File: src/rtl/noc_arb_pkg.sv
// Shared definitions for the NoC output-port arbiter and its bench:
// port indices, the one-hot helper and the per-owner handshake state names.
package noc_arb_pkg;

  localparam int PORT_L    = 0;
  localparam int PORT_N    = 1;
  localparam int PORT_E    = 2;
  localparam int PORT_W    = 3;
  localparam int PORT_S    = 4;
  localparam int MAX_PORTS = 16;

  typedef enum logic [1:0] {IDLE, SETUP, REQ} arb_state_e;

  // Indices at or above n yield an all-zero vector.
  function automatic logic [MAX_PORTS-1:0] onehot(input logic [3:0] idx, input int n);
    logic [MAX_PORTS-1:0] v;
    v = '0;
    if (int'(idx) < n) v[idx] = 1'b1;
    return v;
  endfunction

endpackage

File: src/rtl/noc_rr_arbiter_rr_pick.sv
// Combinational cyclic priority search: first set request at or after start,
// wrapping around. Shared with the input-side allocator.
module rr_pick #(
  parameter int N     = 5,
  parameter int IDX_W = $clog2(N)
) (
  input  logic [N-1:0]     req,
  input  logic [IDX_W-1:0] start,
  output logic             found,
  output logic [IDX_W-1:0] idx
);

  int               pos;
  logic [IDX_W-1:0] pos_idx;

  always_comb begin
    found   = 1'b0;
    idx     = '0;
    pos     = 0;
    pos_idx = '0;
    for (int i = 0; i < N; i++) begin
      pos = int'(start) + i;
      if (pos >= N) pos = pos - N;
      pos_idx = pos[IDX_W-1:0];
      if (!found && req[pos_idx]) begin
        found = 1'b1;
        idx   = pos_idx;
      end
    end
  end

endmodule

File: src/rtl/noc_rr_arbiter.sv
// Sticky round-robin output-port arbiter with RTS/DCTS handshake to the
// downstream router and an optional per-owner hold limit.
module noc_rr_arbiter
  import noc_arb_pkg::*;
#(
  parameter int NUM_PORTS = 5,
  parameter int MAX_HOLD  = 0,
  parameter int IDX_W     = $clog2(NUM_PORTS)
) (
  input  logic                 clk,
  input  logic                 rst,
  input  logic [NUM_PORTS-1:0] req,
  input  logic                 dcts,
  output logic                 rts,
  output logic [NUM_PORTS-1:0] grant,
  output logic [NUM_PORTS-1:0] xbar_sel,
  output logic                 owner_valid,
  output logic [IDX_W-1:0]     owner_idx
);

  localparam int                HOLD_W   = (MAX_HOLD < 2) ? 1 : $clog2(MAX_HOLD + 1);
  localparam logic [HOLD_W-1:0] HOLD_MAX = HOLD_W'(MAX_HOLD);
  localparam logic [IDX_W-1:0]  LAST_IDX = IDX_W'(NUM_PORTS - 1);

  logic [HOLD_W-1:0]    hold_cnt;
  logic                 stall;
  logic                 hs;
  logic                 starve;
  logic                 found;
  logic [IDX_W-1:0]     start_idx;
  logic [IDX_W-1:0]     pick_idx;
  logic [NUM_PORTS-1:0] owner_oh;

  assign stall    = rts & ~dcts;
  assign hs       = rts & dcts;
  assign starve   = (MAX_HOLD != 0) && (hold_cnt >= HOLD_MAX);
  assign owner_oh = NUM_PORTS'(onehot(4'(owner_idx), NUM_PORTS));
  assign xbar_sel = owner_valid ? owner_oh : '0;
  assign grant    = (hs && owner_valid) ? owner_oh : '0;

  // A starving owner moves the search one past itself so others get a turn.
  always_comb begin
    start_idx = '0;
    if (owner_valid) begin
      if (starve) start_idx = (owner_idx == LAST_IDX) ? '0 : owner_idx + 1'b1;
      else        start_idx = owner_idx;
    end
  end

  rr_pick #(.N(NUM_PORTS), .IDX_W(IDX_W)) u_pick (
    .req   (req),
    .start (start_idx),
    .found (found),
    .idx   (pick_idx)
  );

  // Ownership is frozen while the downstream stalls an outstanding RTS.
  always_ff @(posedge clk or posedge rst) begin
    if (rst) begin
      owner_valid <= 1'b0;
      owner_idx   <= '0;
      rts         <= 1'b0;
      hold_cnt    <= '0;
    end else begin
      rts <= owner_valid & ~hs;
      if (!stall) begin
        if (found) begin
          if (owner_valid && pick_idx == owner_idx) begin
            if (hs && hold_cnt < HOLD_MAX) hold_cnt <= hold_cnt + 1'b1;
          end else begin
            hold_cnt <= '0;
          end
          owner_valid <= 1'b1;
          owner_idx   <= pick_idx;
        end else begin
          owner_valid <= 1'b0;
          hold_cnt    <= '0;
        end
      end
    end
  end

endmodule

File: config.mk
export PLATFORM = sky130hd
export DESIGN_NAME = noc_rr_arbiter
export DESIGN_NICKNAME = d
export VERILOG_FILES = /design/src/rtl/noc_arb_pkg.sv /design/src/rtl/noc_rr_arbiter_rr_pick.sv /design/src/rtl/noc_rr_arbiter.sv
export SDC_FILE = /design/constraint.sdc
export NUM_CORES = 1
export LEC_CHECK = 0
export ABC_CLOCK_PERIOD_IN_PS = 2760
export CAP_MARGIN = 25
export CORE_ASPECT_RATIO = 1.75
export CORE_MARGIN = 3
export CORE_UTILIZATION = 30
export DETAILED_ROUTE_END_ITERATION = 10
export GPL_TIMING_DRIVEN = 0
export MAX_ROUTING_LAYER = met4
export SYNTH_ARGS = -nofsm -noshare
export SYNTH_HDL_FRONTEND = slang
export SYNTH_SLANG_ARGS = --single-unit
File: constraint.sdc
create_clock -name clk -period 2.76 [get_ports clk]
set_input_delay 0.414 -clock clk [delete_from_list [all_inputs] [get_ports clk]]
set_output_delay 0.414 -clock clk [all_outputs]
set_load 0.005 [all_outputs]
After elaboration in Yosys (flattened, before gate mapping)
Index checks and enable logic that the tools add are counted.
{"block": "totals", "regBits": 5, "in_bits": 8, "wordCells": 74}
{"block": "op_classes", "addsub": 9, "order_cmp": 13, "n_mux": 32, "bitwise_logic": 6, "reduce_logical": 11}
{"op": "$mux W3", "n": 11}
{"op": "$lt A3 B4 Y1 const B", "n": 5}
{"op": "$ge A4 B3 Y1 const B", "n": 4}
{"op": "$bmux W1 S3", "n": 5}
{"op": "$mux W5", "n": 3}
{"op": "$sub A3 B3 Y3 const B", "n": 5}
{"op": "$mux W1", "n": 12}
{"op": "$add A3 B2 Y4 const B", "n": 2}
{"op": "$logic_and A1 B1 Y1", "n": 6}
{"op": "$lt A3 B5 Y1 const B", "n": 1}
{"op": "$add A3 B1 Y4 const B", "n": 1}
{"op": "$add A3 B3 Y4 const B", "n": 1}
{"op": "$logic_not A1 Y1", "n": 4}
{"op": "$and A1 B1 Y1", "n": 3}
{"op": "$demux W1 S3", "n": 1}
{"op": "$ge A3 B1 Y1 const B", "n": 1}
{"op": "$ge A3 B3 Y1 const B", "n": 1}
{"op": "$lt A3 B3 Y1 const B", "n": 1}
{"op": "$not A1 Y1", "n": 3}
{"op": "$reduce_and A2 Y1", "n": 1}

Depth between registers and ports, before layout
Gate-level depths: netlist (run 1).
{"block": "logic_depth", "word_depth": 19, "ltp_mapped": 13}

Cells and area by module
Synthesis (run 1) repeated with hierarchy kept, for this count alone.
{"block": "hier_totals", "cells_unflattened": 168, "area_unflattened_um2": 1396.3}
{"module": "rr_pick", "n_inst": 1, "cells_per_inst": 135, "area_each_um2": 1094.8, "seq_area_each_um2": 0.0}
{"module": "noc_rr_arbiter", "n_inst": 1, "cells_per_inst": 33, "area_each_um2": 301.5, "seq_area_each_um2": 125.1}

Worst setup path before layout (run 1)
No wires, ideal clock.
{"block": "synth_path", "path_type": "register to register", "startpoint": "register owner_valid", "endpoint": "register owner_idx[0]", "arrival_time_ps": 2828, "required_time_ps": 2629, "slack_ps": -199, "path_stages_with_launch": 14, "n_path_buf": 2, "period_less_slack_ps": 2959, "cell_sequence": "dfrtp_1 > buf_6 > buf_4 > nand2_1 > inv_1 > ha_1 > a21boi_0 > a41o_1 > or3_1 > a211o_1 > o2111a_4 > a41oi_4 > nor3b_2 > a211oi_2"}
{"block": "synth_between", "elab_chain_cells": 19, "elab_cells_between_ends": 49, "classes_between": "add/sub: 9; order compare: 5; mux: 26; reduce/logical: 9"}
{"element": "start, declared", "line": "noc_rr_arbiter.sv:17", "text": "output logic owner_valid,"}
{"element": "start signal, assigned", "line": "noc_rr_arbiter.sv:60", "text": "owner_valid <= 1'b0;"}
{"element": "start signal, assigned", "line": "noc_rr_arbiter.sv:73", "text": "owner_valid <= 1'b1;"}
{"element": "start signal, assigned", "line": "noc_rr_arbiter.sv:76", "text": "owner_valid <= 1'b0;"}
{"element": "$mux W3 *", "line": "noc_rr_arbiter.sv:44", "text": "if (owner_valid) begin"}
{"element": "branches (longest 18 deep; another with $add A3 B1 Y4)"}
{"element": "end signal, assigned", "line": "noc_rr_arbiter.sv:74", "text": "owner_idx <= pick_idx;"}
{"element": "end, declared", "line": "noc_rr_arbiter.sv:18", "text": "output logic [IDX_W-1:0] owner_idx"}
Every way passes the cells marked *. The select of a mux whose other input is x is not followed.
A chain may end at the register's enable or synchronous reset.

Worst setup path in the final report (run 1)
Same ends and word-level chain as after synthesis.

==> reports/metrics.yaml, run 1 <==
run_status:
  status: "finished with violations"
  violations_in_the_final_reports: "setup timing"
layout:
  num-fill-cells: 405
  antenna_cells: 0
  final_layout_size_suffix_gt1_share_pct: 34.6
  area_growth_pct: 51.4
  utilization_pct: 48.8
  num-nets-final: 221
  final-instance-count-excl-fill: 253
clock_tree:
  root_buffer: "sky130_fd_sc_hd__clkbuf_8"
  worstSkewPairLatency_ps: 220
  cts_buffer_depth: 2
  tritoncts_clock_tree: "built"
  clk_pin_slew_worst_paths_ps: 30
  hold_buffers: 0
  clock_sink_count: 5
  cts_made_buffers: 3
  htree_levels: 1
floorplan:
  die_x_um: 55.4
  rows: 30
  die_area_um2: 5130
  io_pins: 23
  floorplan.core_area_um2: 3980
  initial_utilization_pct: 32.2
  die_height_um: 92.5
placed_design:
  routabilityCongestion: 0.872
  place.port_buffers: 22
  numPlacedInstances: 233
  dp_hpwl_um: 3280
route:
  drt-wirelength-per-cell_um: 17.4
  drt.antenna.violating_nets: 0
  initial_drt_markers: 29
  detail_route.vias_per_cell: 5.71
  routed-via-count: 1444
  detail_route.first_pass.iterations: 4
  drc: 0
  route.final.wire_length_um: 4410
worst_setup_path:
  class_of_the_most_critical_setup_path: "reg -> reg"
  end_kind: "flip-flop"
  max_stage_delay_ps: 370
  timing.critical_path.slowest_stage_cell: "sky130_fd_sc_hd__dfrtp_1"
  chain_of_cells_forming_the_critical_path: "buf_6 -> buf_8 -> nand2_8 -> inv_6 -> ha_4 -> a21boi_1 -> a41o_1 -> or3_1 -> a211o_1 -> o2111a_4 -> and4b_4 -> and3_1 -> a211oi_2"
  path_max_fanout: 8
  worstPathArrival_ps: 2960
  worst_ep_required_time_ps: 2880
  start_kind: "flip-flop"
sta:
  report.final.setup_viol: 3
  fmaxAchievable_ghz: 0.353
  clock-skew-final_ps: 2.38
  maxSlewHeadroom_pct: 64.5
  rsz0062_at_grt: "true"
  fin_ws_ps: -73.7
  final.period_utilization_pct: 103
  fin_setup_tns_ps: -193
  timing.final.crit_period_ps: 2830
  slew_limit_fails: 0
  timing.final.hold_violations: 0
  worst_slew_pin_slew_ps: 532
global_route:
  global_route_wire_length_before_repair_um: 7220
  first_global_vias: 1481
  grt_use_total_pct: 17.9
  overflow: 0
  maximum_number_of_pins_on_one_net_before_global_route_repair: 12
  grt_antenna_before_repair: 0
logic_synthesis:
  postSynth.asyncResetShare_pct: 100
  post_synth_edffs: 0
  sequential_element_share_of_the_synthesized_area_pct: 9.76
  syn_nets: 178
  dominantRegCellSynth: "sky130_fd_sc_hd__dfrtp_1"
  synthesis.instances: 163
  synthesis.area_per_instance_um2: 7.87
  ys_ff_latch: 5
  post_synth_num_cell_types: 65
  synth.top_cells.by_area: "sky130_fd_sc_hd__dfrtp_1 9.8%, sky130_fd_sc_hd__ha_1 6.8%, sky130_fd_sc_hd__mux2i_1 3.9%"
  post-synth-top-area-cell: "sky130_fd_sc_hd__dfrtp_1"
  synth_largest_type_area_fraction_pct: 9.76
  synthesized_area_um2: 1280
  ys_warn_count: 0
job:
  timing.max_cap.violations: 0
min_path:
  timing.hold.worst.class: "in -> async"
-- worst paths after layout --
check / start / end / slack [ps] / cells after the start
worst max-delay path: owner_valid$_DFFE_PP0N_ / owner_idx[0]$_DFFE_PP0P_ / -70 / 13
worst max register to register: owner_valid$_DFFE_PP0N_ / owner_idx[0]$_DFFE_PP0P_ / -70 / 13
max in group asynchronous: rst / owner_idx[1]$_DFFE_PP0P_ / 2180 / 2
worst min register to register: rts$_DFF_PP0_ / rts$_DFF_PP0_ / 740 / 2
worst min-delay path: rst / owner_idx[0]$_DFFE_PP0P_ / 390 / 2
min in group clk: rts$_DFF_PP0_ / rts$_DFF_PP0_ / 740 / 2
-- critical path: cells and delay by family (launching register included) --
kind | cells | cell delay (ps)
AO/OA/AOI/OAI | 5 | 1050
adder cells (fa/ha/maj) | 1 | 160
buffers and inverters | 3 | 310
flip-flops | 1 | 370
AND/OR/NAND/NOR | 4 | 840
-- metal layers --
| layer | track usage [%] | part of all wire (%) | up-vias |
|---|---|---|---|
| met5 | - | 0 | - |
| met1 | 19.0 | 40 | 698 |
| met2 | 32.6 | 56 | 36 |
| met3 | 2.23 | 2.3 | 6 |
| li1 | - | - | 704 |
| met4 | 7.71 | 1.7 | 0 |
-- layout by cell type, fill, tap and decap left out, drive strengths merged, types with 2 or more instances in the layout --
cell           count
a21o               3
nor4b              2
o31ai              2
o22ai              3
nand4              2
nor3               4
buf               23
xnor2              2
and3               3
nor2               9
nor4               4
clkdlybuf4s50     22
and2               4
dfrtp              5
a21boi             2
clkbuf             4
ha                 7
a211oi             7
mux2i              5
nand2b             5
nand3              3
nand2             15
a21oi              7
nor2b              8
o31a               3
inv               10
nor3b              3
a41oi              2
o21ai              9
o2bb2ai            3
-- synthesized netlist by cell type (2+ instances only) --
cell                        number
sky130_fd_sc_hd__nor3b_2         2
sky130_fd_sc_hd__nor4b_1         2
sky130_fd_sc_hd__o2bb2ai_1       2
sky130_fd_sc_hd__buf_2           2
sky130_fd_sc_hd__a21boi_0        2
sky130_fd_sc_hd__buf_4           3
sky130_fd_sc_hd__mux2i_1         5
sky130_fd_sc_hd__nor3_1          4
sky130_fd_sc_hd__o21ai_0         8
sky130_fd_sc_hd__inv_1           9
sky130_fd_sc_hd__a211oi_1        5
sky130_fd_sc_hd__nand2_1        13
sky130_fd_sc_hd__a21oi_1         6
sky130_fd_sc_hd__nor2b_1         8
sky130_fd_sc_hd__nand4_1         2
sky130_fd_sc_hd__nor4_1          4
sky130_fd_sc_hd__o22ai_1         3
sky130_fd_sc_hd__and3_1          3
sky130_fd_sc_hd__nor2_1          8
sky130_fd_sc_hd__nand3_1         3
sky130_fd_sc_hd__o31ai_1         2
sky130_fd_sc_hd__a21o_1          3
sky130_fd_sc_hd__and2_1          3
sky130_fd_sc_hd__buf_6           3
sky130_fd_sc_hd__a211oi_2        2
sky130_fd_sc_hd__dfrtp_1         5
sky130_fd_sc_hd__ha_1            7
sky130_fd_sc_hd__nand2b_1        5
sky130_fd_sc_hd__o31a_1          3
-- flip-flops by register name, indices dropped and copies added (netlist names) --
signal       cells
rts              1
owner_valid      1
owner_idx        3
-- cell type report --
cell class / count / area (µm²) / share of cell area, %
inverter: 10 / 45.0 / 2.32
tap: 48 / 60.1 / 3.09
buffer: 8 / 86.3 / 4.45
timing repair buffer: 37 / 333 / 17.1
sequential: 5 / 129 / 6.64
multi-input combinational: 141 / 1240 / 64.0
clock buffer: 4 / 45.0 / 2.32
-- stage by stage --
stage          setup slack [ps]  cell area [µm²]  hold slack (ps)
2_1_floorplan             -8.02             1320              193
4_1_cts                   -54.6             1850              399
6_report                  -73.7             1940              393
5_1_grt                    -193             1940              420
3_3_place_gp               -415             1600              631
3_5_place_dp               -437             1600              629
-- cell families after synthesis --
kind of cell,after synthesis,synth area share (%)
AND/OR/NAND/NOR,71,34.0
flip-flops,5,9.76
AO/OA/AOI/OAI,53,33.8
adder cells (fa/ha/maj),7,6.83
XOR/XNOR,3,2.63
buffers and inverters,18,8.29
multiplexers,6,4.78
-- timing repair --
action	4_1_cts	5_1_grt
resized for setup	21	15
cloned	1	0
pin swaps	13	2
setup buffers	13	2
endpoints found under the setup margin	4	4
Power of run 1 is left out: the tool's default activity adds up to more than one toggle a clock period on the data nets, which glitch-free logic cannot reach.
==> run 2, diff against run 1 <==
--- a/config.mk
+++ b/config.mk
@@ -8,11 +8,9 @@
 export ABC_CLOCK_PERIOD_IN_PS = 2760
 export CAP_MARGIN = 25
 export CORE_ASPECT_RATIO = 1.75
-export CORE_MARGIN = 3
 export CORE_UTILIZATION = 30
 export DETAILED_ROUTE_END_ITERATION = 10
 export GPL_TIMING_DRIVEN = 0
-export MAX_ROUTING_LAYER = met4
 export SYNTH_ARGS = -nofsm -noshare
 export SYNTH_HDL_FRONTEND = slang
 export SYNTH_SLANG_ARGS = --single-unit
==> reports/metrics.yaml, run 2 (synthesized netlist as in run 1, its figures left out) <==
sta:
  report.final.setup_viol: 3
  final.period_utilization_pct: 105
  maxSlewHeadroom_pct: 68.0
  slew_limit_fails: 0
  fin_setup_tns_ps: -271
  clock-skew-final_ps: 4.00
  worst_slew_pin_slew_ps: 479
  timing.final.hold_violations: 0
  timing.final.crit_period_ps: 2890
  rsz0062_at_grt: "true"
  fmaxAchievable_ghz: 0.346
  fin_ws_ps: -128
  fin_hold_ws_ps: 403
min_path:
  timing.hold.worst.class: "in -> async"
global_route:
  maximum_number_of_pins_on_one_net_before_global_route_repair: 12
  overflow: 0
  global_route_wire_length_before_repair_um: 7040
  grt_use_total_pct: 20.6
  grt_antenna_before_repair: 0
  first_global_vias: 1412
clock_tree:
  tritoncts_clock_tree: "built"
  clk_pin_slew_worst_paths_ps: 40
  worstSkewPairLatency_ps: 220
  cts_made_buffers: 3
  clock_sink_count: 5
  htree_levels: 1
  cts_buffer_depth: 2
  hold_buffers: 0
  root_buffer: "sky130_fd_sc_hd__clkbuf_8"
route:
  drc: 0
  routed-via-count: 1482
  drt-wirelength-per-cell_um: 17.4
  drt.antenna.violating_nets: 0
  detail_route.first_pass.iterations: 4
  route.final.wire_length_um: 4410
  detail_route.vias_per_cell: 5.86
  initial_drt_markers: 29
layout:
  reg_top3: "owner_idx x3, owner_valid x1, rts x1"
  utilization_pct: 44.9
  num-fill-cells: 440
  area_growth_pct: 44.1
  largest_register_ff_count: 3
  top_register: "owner_idx"
  commonest_cells_after_routing_fill_and_taps_aside: "22 x sky130_fd_sc_hd__clkdlybuf4s50_1, 16 x sky130_fd_sc_hd__buf_4, 12 x sky130_fd_sc_hd__nand2_1, 8 x sky130_fd_sc_hd__nor2b_1, 8 x sky130_fd_sc_hd__inv_1"
  mostFrequentLayoutCell: "sky130_fd_sc_hd__clkdlybuf4s50_1"
  antenna_cells: 0
  area_taken_by_flip_flops_and_latches_um2: 129
  final_layout_size_suffix_gt1_share_pct: 29.9
  multi_input_gate_area_um2: 1150
  num-nets-final: 220
worst_setup_path:
  path_max_fanout: 8
  worst_ep_required_time_ps: 2840
  chain_of_cells_forming_the_critical_path: "buf_6 -> buf_12 -> nand2_8 -> inv_6 -> ha_4 -> a21boi_1 -> a41o_1 -> or3_1 -> a211o_1 -> o2111a_4 -> a41oi_4 -> nor3b_2 -> a211oi_2"
  worstPathArrival_ps: 2970
  path_delay_family: "compound AO/OA/AOI/OAI gates"
  timing.reg2reg.worst_path_depth: 13
  start_kind: "flip-flop"
  timing.critical_path.slowest_stage_cell: "sky130_fd_sc_hd__dfrtp_1"
  critical_path_buf_inv_count: 3
  class_of_the_most_critical_setup_path: "reg -> reg"
  max_stage_delay_ps: 380
  cp.depth: 13
  end_kind: "flip-flop"
job:
  timing.max_cap.violations: 0
placed_design:
  dp_hpwl_um: 3230
  post-place-ws_ps: -436
  place.port_buffers: 22
  routabilityCongestion: 0.875
floorplan:
  floorplan.core_area_um2: 4110
  io_pins: 23
  rows: 31
  initial_utilization_pct: 31.2
  die_height_um: 88.5
  die_x_um: 51.4
  die_area_um2: 4550
run_status:
  violations_in_the_final_reports: "setup timing"
  status: "finished with violations"
run 2: final timing paths:
check	from	endpoint	slack [ps]
max in group asynchronous	rst	owner_idx[1]$_DFFE_PP0P_	2160
max	owner_valid$_DFFE_PP0N_	owner_idx[1]$_DFFE_PP0P_	-130
min in group clk	rts$_DFF_PP0_	rts$_DFF_PP0_	730
min reg2reg	rts$_DFF_PP0_	rts$_DFF_PP0_	730
max reg2reg	owner_valid$_DFFE_PP0N_	owner_idx[1]$_DFFE_PP0P_	-130
min	rst	owner_idx[2]$_DFFE_PP0P_	400
run 2: layout make-up:
class	instances	share of cell area, %
Clock buffer	4	2.44
Tap cell	49	3.32
Buffer	8	4.81
Sequential cell	5	6.97
Multi-Input combinational cell	140	62.0
Timing Repair Buffer	37	18.0
Inverter	10	2.44
run 2: timing repair:
item | in CTS | in global routing
setup endpoints to repair | 4 | 4
pin swaps | 8 | 1
buffers inserted | 13 | 2
resized for setup | 20 | 1
gates cloned | 0 | 0
run 2: worst reg2reg max path, cell delays in order, from the launching register on:
cell and delay [ps]:
sky130_fd_sc_hd__dfrtp_1 380, sky130_fd_sc_hd__buf_6 150, sky130_fd_sc_hd__buf_12 130, sky130_fd_sc_hd__nand2_8 90, sky130_fd_sc_hd__inv_6 40, sky130_fd_sc_hd__ha_4 150
sky130_fd_sc_hd__a21boi_1 120, sky130_fd_sc_hd__a41o_1 260, sky130_fd_sc_hd__or3_1 360, sky130_fd_sc_hd__a211o_1 300, sky130_fd_sc_hd__o2111a_4 190, sky130_fd_sc_hd__a41oi_4 260
sky130_fd_sc_hd__nor3b_2 250, sky130_fd_sc_hd__a211oi_2 90
run 2: through the flow:
step,std cells,cell area (µm²)
2_1_floorplan,163,1320
3_3_place_gp,234,1610
3_5_place_dp,234,1610
4_1_cts,251,1830
5_1_grt,253,1850
6_report,253,1850
run 2: layer usage:
layer	track usage [%]	wire, µm
met5	0	0
met4	10.1	204
met3	1.37	86
met2	37.5	2320
met1	23.6	1800
Power of run 2 is left out for the same reason.
==> run 3, diff against run 2 <==
--- a/config.mk
+++ b/config.mk
@@ -11,6 +11,7 @@
 export CORE_UTILIZATION = 30
 export DETAILED_ROUTE_END_ITERATION = 10
 export GPL_TIMING_DRIVEN = 0
+export MAX_ROUTING_LAYER = met4
 export SYNTH_ARGS = -nofsm -noshare
 export SYNTH_HDL_FRONTEND = slang
 export SYNTH_SLANG_ARGS = --single-unit
==> reports/metrics.yaml, run 3 (synthesized netlist as in run 1, its figures left out) <==
sta:
  final.period_utilization_pct: 105
  timing.final.crit_period_ps: 2890
  report.final.setup_viol: 3
  timing.final.hold_violations: 0
  clock-skew-final_ps: 4.35
  slew_limit_fails: 0
  rsz0062_at_grt: "true"
  maxSlewHeadroom_pct: 67.5
  fin_ws_ps: -133
  worst_slew_pin_slew_ps: 486
  fmaxAchievable_ghz: 0.346
clock_tree:
  clock_sink_count: 5
  htree_levels: 1
  worstSkewPairLatency_ps: 220
  clk_pin_slew_worst_paths_ps: 40
  hold_buffers: 0
  tritoncts_clock_tree: "built"
  cts_made_buffers: 3
  cts_buffer_depth: 2
  root_buffer: "sky130_fd_sc_hd__clkbuf_8"
route:
  route.final.wire_length_um: 4430
  detail_route.first_pass.iterations: 4
  drt-wirelength-per-cell_um: 17.5
  initial_drt_markers: 35
  detail_route.vias_per_cell: 5.81
  routed-via-count: 1469
  drc: 0
  drt.antenna.violating_nets: 0
layout:
  num-nets-final: 220
  top_register: "owner_idx"
  mostFrequentLayoutCell: "sky130_fd_sc_hd__clkdlybuf4s50_1"
  antenna_cells: 0
  commonest_cells_after_routing_fill_and_taps_aside: "22 x sky130_fd_sc_hd__clkdlybuf4s50_1, 16 x sky130_fd_sc_hd__buf_4, 12 x sky130_fd_sc_hd__nand2_1, 8 x sky130_fd_sc_hd__nor2b_1, 8 x sky130_fd_sc_hd__inv_1"
  final_layout_size_suffix_gt1_share_pct: 29.9
  final-instance-count-excl-fill: 253
  reg_top3: "owner_idx x3, owner_valid x1, rts x1"
  area_growth_pct: 44.1
  num-fill-cells: 440
  largest_register_ff_count: 3
floorplan:
  io_pins: 23
  initial_utilization_pct: 31.2
  die_height_um: 88.5
  die_area_um2: 4550
  rows: 31
  floorplan.core_area_um2: 4110
  die_x_um: 51.4
run_status:
  violations_in_the_final_reports: "setup timing"
  status: "finished with violations"
global_route:
  first_global_vias: 1411
  grt_use_total_pct: 21.3
  grt_antenna_before_repair: 0
  maximum_number_of_pins_on_one_net_before_global_route_repair: 12
  overflow: 0
  global_route_wire_length_before_repair_um: 7060
worst_setup_path:
  start_kind: "flip-flop"
  timing.critical_path.slowest_stage_cell: "sky130_fd_sc_hd__dfrtp_1"
  worst_ep_required_time_ps: 2840
  path_delay_family: "compound AO/OA/AOI/OAI gates"
  max_stage_delay_ps: 380
  critical_path_buf_inv_count: 3
  end_kind: "flip-flop"
  setup.reg_to_reg.worst_slack_ps: -130
  worst_r2r_start: "owner_valid$_DFFE_PP0N_"
  worst_setup_path_startpoint: "owner_valid$_DFFE_PP0N_"
  path_max_fanout: 8
  chain_of_cells_forming_the_critical_path: "buf_6 -> buf_12 -> nand2_8 -> inv_6 -> ha_4 -> a21boi_1 -> a41o_1 -> or3_1 -> a211o_1 -> o2111a_4 -> a41oi_4 -> nor3b_2 -> a211oi_2"
  worstPathArrival_ps: 2970
  class_of_the_most_critical_setup_path: "reg -> reg"
placed_design:
  dp_hpwl_um: 3230
  routabilityCongestion: 0.889
  place.port_buffers: 22
  numPlacedInstances: 234
job:
  timing.max_cap.violations: 0
min_path:
  timing.hold.worst.class: "in -> async"
-- run 3: cell counts in the layout (fill, tap and decap cells not counted) --
No cell type changed its count.
-- run 3: layout make-up --
cell class / instances / area [µm²] / share of cell area (%)
Timing Repair Buffer: 37 / 333 / 18.0
Sequential cell: 5 / 129 / 6.97
Buffer: 8 / 88.8 / 4.81
Inverter: 10 / 45.0 / 2.44
Multi-Input combinational cell: 140 / 1150 / 62.0
Clock buffer: 4 / 45.0 / 2.44
Tap cell: 49 / 61.3 / 3.32
-- run 3: repair_timing --
item,in CTS,in global routing
pin swaps,8,1
setup endpoints to repair,4,4
setup buffers,13,2
hold endpoints to repair,0,0
resized for setup,20,1
-- run 3: through the flow --
| step | TNS, ps | hold slack, ps | util [%] | worst slack [ps] | cell area, µm² |
|---|---|---|---|---|---|
| 6_report | -300 | 410 | 44.9 | -133 | 1850 |
| 5_1_grt | -804 | 436 | 44.9 | -240 | 1850 |
| 2_1_floorplan | -15.8 | 193 | - | -8.02 | 1320 |
| 3_3_place_gp | -1360 | 628 | 39.0 | -432 | 1610 |
| 4_1_cts | -235 | 409 | 44.4 | -112 | 1830 |
| 3_5_place_dp | -1380 | 632 | 39.0 | -436 | 1610 |
-- run 3: per-layer routing --
metal	vias to the layer above	GRT usage, %	part of all wire [%]
met4	0	10.1	4.3
li1	702	-	-
met5	-	-	0
met2	36	37.5	53
met1	716	23.7	41
met3	15	1.37	1.9
-- run 3: worst register-to-register path: stages, from the launching register on --
cell	delay, ps
sky130_fd_sc_hd__dfrtp_1	380
sky130_fd_sc_hd__buf_6	150
sky130_fd_sc_hd__buf_12	130
sky130_fd_sc_hd__nand2_8	90
sky130_fd_sc_hd__inv_6	40
sky130_fd_sc_hd__ha_4	150
sky130_fd_sc_hd__a21boi_1	120
sky130_fd_sc_hd__a41o_1	260
sky130_fd_sc_hd__or3_1	360
sky130_fd_sc_hd__a211o_1	300
sky130_fd_sc_hd__o2111a_4	190
sky130_fd_sc_hd__a41oi_4	260
sky130_fd_sc_hd__nor3b_2	240
sky130_fd_sc_hd__a211oi_2	90
-- run 3: worst paths after layout --
| check | endpoint | cells past startpoint |
|---|---|---|
| max | owner_idx[1]$_DFFE_PP0P_ | 13 |
| min | owner_idx[2]$_DFFE_PP0P_ | 2 |
| max reg2reg | owner_idx[1]$_DFFE_PP0P_ | 13 |
| min reg2reg | rts$_DFF_PP0_ | 2 |
| max in group asynchronous | owner_idx[1]$_DFFE_PP0P_ | 2 |
| min in group clk | rts$_DFF_PP0_ | 2 |
Power of run 3 is left out for the same reason.
